<file path="config.mk">
export PLATFORM = sky130hd
export DESIGN_NAME = decode_stage
export DESIGN_NICKNAME = d
export VERILOG_FILES = /design/src/rtl/decode_stage.sv
export SDC_FILE = /design/constraint.sdc
export NUM_CORES = 2
export LEC_CHECK = 0
export BUFFER_PORTS_ARGS = -buffer_cell sky130_fd_sc_hd__buf_2
export CAP_MARGIN = 10
export CORE_AREA = 2 2 325 407
export DETAILED_ROUTE_END_ITERATION = 8
export DIE_AREA = 0 0 327 409
export GPL_ROUTABILITY_DRIVEN = 0
export SYNTH_ARGS = -nofsm -noshare
export SYNTH_HDL_FRONTEND = slang
export SYNTH_SLANG_ARGS = --single-unit
export TNS_END_PERCENT = 20
</file>
<file path="constraint.sdc">
create_clock -name clk -period 3.18 [get_ports clk]
set_input_delay 0.477 -clock clk [delete_from_list [all_inputs] [get_ports clk]]
set_output_delay 0.477 -clock clk [all_outputs]
set_load 0.03 [all_outputs]
</file>
<file path="src/rtl/decode_stage.sv">
// ID stage of a five-stage MIPS-style pipeline: register file with write-through
// bypass, immediate extension, load-use hazard detection and the ID/EX register.
module decode_stage #(
   parameter int len      = 32,
   parameter int nregs    = 32,
   parameter int zero_reg = 1
) (
   input  logic                     clk,
   input  logic                     reset,
   input  logic [len-1:0]           in_instruccion,
   input  logic [len-1:0]           in_pc,
   input  logic                     RegWrite,
   input  logic [$clog2(nregs)-1:0] write_register,
   input  logic [len-1:0]           write_data,
   input  logic                     in_idex_mem_read,
   input  logic [$clog2(nregs)-1:0] in_idex_rt,
   input  logic                     in_flush,
   output logic [len-1:0]           out_reg1,
   output logic [len-1:0]           out_reg2,
   output logic [len-1:0]           out_imm,
   output logic [$clog2(nregs)-1:0] out_rs,
   output logic [$clog2(nregs)-1:0] out_rt,
   output logic [$clog2(nregs)-1:0] out_rd,
   output logic [len-1:0]           out_pc,
   output logic                     out_valid,
   output logic                     out_stall
);

   localparam int aw = $clog2(nregs);

   logic [len-1:0] regs [nregs];
   logic [aw-1:0]  rs;
   logic [aw-1:0]  rt;
   logic [aw-1:0]  rd;
   logic [5:0]     opcode;
   logic           zero_ext;
   logic [len-1:0] imm;
   logic [len-1:0] rd1;
   logic [len-1:0] rd2;
   logic           wr_allowed;

   // Register fields are 5 bits in the encoding; fit them to the address width.
   if (aw > 5) begin : g_pad
      assign rs = {{(aw-5){1'b0}}, in_instruccion[25:21]};
      assign rt = {{(aw-5){1'b0}}, in_instruccion[20:16]};
      assign rd = {{(aw-5){1'b0}}, in_instruccion[15:11]};
   end else begin : g_trunc
      assign rs = in_instruccion[21 +: aw];
      assign rt = in_instruccion[16 +: aw];
      assign rd = in_instruccion[11 +: aw];
   end

   assign opcode   = in_instruccion[31:26];
   assign zero_ext = (opcode == 6'h0C) || (opcode == 6'h0D) || (opcode == 6'h0E);
   assign imm      = zero_ext ? {{(len-16){1'b0}}, in_instruccion[15:0]}
                              : {{(len-16){in_instruccion[15]}}, in_instruccion[15:0]};

   assign wr_allowed = RegWrite && !((zero_reg != 0) && (write_register == '0));

   always_ff @(posedge clk) begin
      if (reset) begin
         for (int i = 0; i < nregs; i++) begin
            regs[i] <= '0;
         end
      end else if (wr_allowed) begin
         regs[write_register] <= write_data;
      end
   end

   // Writeback in the same cycle as the read is forwarded so ID never sees stale data.
   always_comb begin
      rd1 = regs[rs];
      rd2 = regs[rt];
      if (RegWrite && (write_register == rs)) rd1 = write_data;
      if (RegWrite && (write_register == rt)) rd2 = write_data;
      if ((zero_reg != 0) && (rs == '0)) rd1 = '0;
      if ((zero_reg != 0) && (rt == '0)) rd2 = '0;
   end

   assign out_stall = in_idex_mem_read
                      && ((in_idex_rt == rs) || (in_idex_rt == rt))
                      && !((zero_reg != 0) && (in_idex_rt == '0));

   always_ff @(posedge clk) begin
      if (reset || out_stall || in_flush) begin
         out_reg1  <= '0;
         out_reg2  <= '0;
         out_imm   <= '0;
         out_rs    <= '0;
         out_rt    <= '0;
         out_rd    <= '0;
         out_pc    <= '0;
         out_valid <= 1'b0;
      end else begin
         out_reg1  <= rd1;
         out_reg2  <= rd2;
         out_imm   <= imm;
         out_rs    <= rs;
         out_rt    <= rt;
         out_rd    <= rd;
         out_pc    <= in_pc;
         out_valid <= 1'b1;
      end
   end

endmodule

</file>
==> out/metrics.cfg <==
[finish]
nNetsFinal = 4221
multiInputGateArea_mm2 = 0.0234
fill_cells = 10672
drive_gt1_frac = 0.284
regArea_mm2 = 0.0332
fin_area_mm2 = 0.0671
layout.cells.non_filler = 5945
finish.utilization = 0.517
area_delta_synth_final_pct = 15.4

[critical_path]
r2r_setup_slack_ns = 1.20
crit_type = input pin to output pin
r2r_start = regs[3][2]$_SDFFCE_PN0P_
crit_path_end = out_stall
crit_start = in_instruccion[22]
crit_fanout = 6
worstPathRequired_ns = 2.70
rr_endpoint = out_reg1[2]$_SDFF_PP0_
r2r_cells = 7
crit_path_end_kind = output pin
crit_path_start_kind = input pin
worstPathArrival_ns = 1.84

[detailed_routing]
wl_met3_mm = 20.3
firstDrtPassIters = 5
drc = 0
drt_iter0_drc = 4964
routed.top_layer = met5
drt_wl_total_mm = 208
via_per_inst = 6.29
num_vias = 37420
wl_met1_mm = 76.6
ant_nets = 0
dr_wl_met2_mm = 102
wl_per_cell_um = 35.0

[cts]
worstSkewPairLatency_ns = 0.77
cts.sinks = 1148
cts_root_buffer = clkbuf_16
clock_path_buffers = 3
ctsHtreeMaxLevel = 3
numCtsBuffers = 118
cts.clk_slew.worst_paths_ns = 0.06
cts_tree = yes
postCtsSetupBuffers = 0

[power_and_ir_drop]
p_total_mw = 37.0
power_density_mw_per_mm2 = 551
ir_worst_vdd_uv = 502
p_leak_nw = 24.0

[sta]
skew_ns = 0.0321
drv_slew = 0
rsz0062_at_grt = no
tns_ns = 0
post-route-period-util = 0.730
worst_slack_ns = 0.859
setup_viol = 0
hold_violations = 0
whs_ns = 0.199
fmax_mhz = 431
tightest_slew_ns = 0.879
fin_crit_ns = 2.32
slew_headroom = 0.414

[synthesis]
synth_seq_area_share = 0.572
synthTopCellsByArea = edfxtp_1 (53%), mux4_2 (19%), and2_1 (11%), dfxtp_1 (4.3%), mux2i_1 (3.4%)
synth_top_area_cell = edfxtp_1
synthFlopType = edfxtp_1
async_reset_ff_frac = 0
yosys.cell_count.top_type = and2_1
yosysUniqueCellTypes = 40
ys_warn_count = 0
avgSynthCellArea_um2 = 15.0
synth-seq-cells = 1148
synthDominantCellAreaShare = 0.529
synth_area_mm2 = 0.0581
synth_edf_count = 1024
ys_top_cells_by_count = and2_1 (1052), edfxtp_1 (1024), mux4_2 (478), clkbuf_1 (288), mux2i_1 (197)
synthCells = 3887

[floorplan]
die_x_um = 327
num_rows = 148
die_y_um = 409
die_area_mm2 = 0.134
core_area_mm2 = 0.130
initial_core_util = 0.448
ios = 256

[worst_hold_path]
min_path_type = input pin to flop

[flow_run]
drv_cap = 0

[grt]
gr-total-overflow = 0
grt_pass1_vias = 37384
grt_pass1_wl_mm = 290
grt_max_degree = 96
grt_use_total = 0.310
grt_antenna_before_repair = 19

[outcome]
outcome = finished, final reports clean

[placement]
place.port_buffers = 255
place_ws_ns = 0.304
hpwl_mm = 125
dp_cells = 5665
placed_cell_area_mm2 = 0.0624

-- cell type report --
type / instances / area share
Tap cell: 1725 / 0.0322
Multi-Input combinational cell: 2336 / 0.348
Clock inverter: 41 / 0.00791
Inverter: 2 / 0.000112
Antenna cell: 5 / 0.000187
Timing Repair Buffer: 504 / 0.0616
Sequential cell: 1148 / 0.495
Clock buffer: 184 / 0.0542
-- flip-flops by register name, summed over array words and instances, names as in the netlist --
register   cells
out_imm       17
out_pc        32
out_reg1      32
out_reg2      32
out_rs         5
out_rt         5
out_valid      1
regs        1024
-- cell usage in the layout (no fill, tap or decap), drive strengths merged, types with 7 or more instances in the layout --
cell type	n
nand2	100
buf	453
mux2i	197
nor2	37
o21ai	31
nand3	7
and2	1052
edfxtp	1024
o2bb2ai	62
or2	32
o2111ai	31
clkinv	24
dfxtp	124
bufinv	12
o22ai	33
conb	32
dlygate4sd3	50
mux4	478
a221oi	97
a21oi	96
clkbuf	185
xnor2	15
-- layer usage --
layer,vias up,track usage
met4,8,0.128
met5,-,0
met1,19430,0.397
met3,449,0.0618
li1,15256,-
met2,2277,0.516
-- kinds of logic (layout without fill, tap and decap cells) --
group,count (synthesis),after routing,share of synthesized area
other,1,37,0.0000645
flip-flops,1148,1148,0.572
buffers and inverters,434,731,0.0331
XOR/XNOR,20,20,0.00301
AO/OA/AOI/OAI,356,356,0.0441
multiplexers,675,675,0.219
AND/OR/NAND/NOR,1253,1253,0.129
-- worst min path at each step --
| stage | from | to | slack, ns | depth (start not counted) |
|---|---|---|---|---|
| 3_5_place_dp | in_pc[21] | out_pc[21]$_SDFF_PP0_ | 0.68 | 2 |
| 5_1_grt | write_data[0] | out_reg2[0]$_SDFF_PP0_ | 0.24 | 2 |
| 3_3_place_gp | in_pc[4] | out_pc[4]$_SDFF_PP0_ | 0.68 | 2 |
| 4_1_cts | write_data[25] | out_reg2[25]$_SDFF_PP0_ | 0.17 | 2 |
| 6_report | write_data[25] | out_reg2[25]$_SDFF_PP0_ | 0.20 | 2 |
| 2_1_floorplan | in_instruccion[0] | out_imm[0]$_SDFF_PP0_ | 0.60 | 1 |
-- worst max-delay path: stages --
cell and delay (ns):
buf_8 0.14, xnor2_1 0.47, nand2_1 0.12, o22ai_1 0.14
buf_4 0.14, and3_1 0.14, buf_2 0.20
-- power by group --
part	internal (mW)	switching [mW]
clock network	8.81	6.11
registers	17.2	0.416
logic	1.82	2.57
total	27.9	9.10
-- timing repair --
action                                 in CTS  in global routing
hold buffers                               50                  0
gates resized for setup                     0                  0
endpoints found under the hold margin      49                  0
No activity file was read; power rests on OpenSTA's default activity.
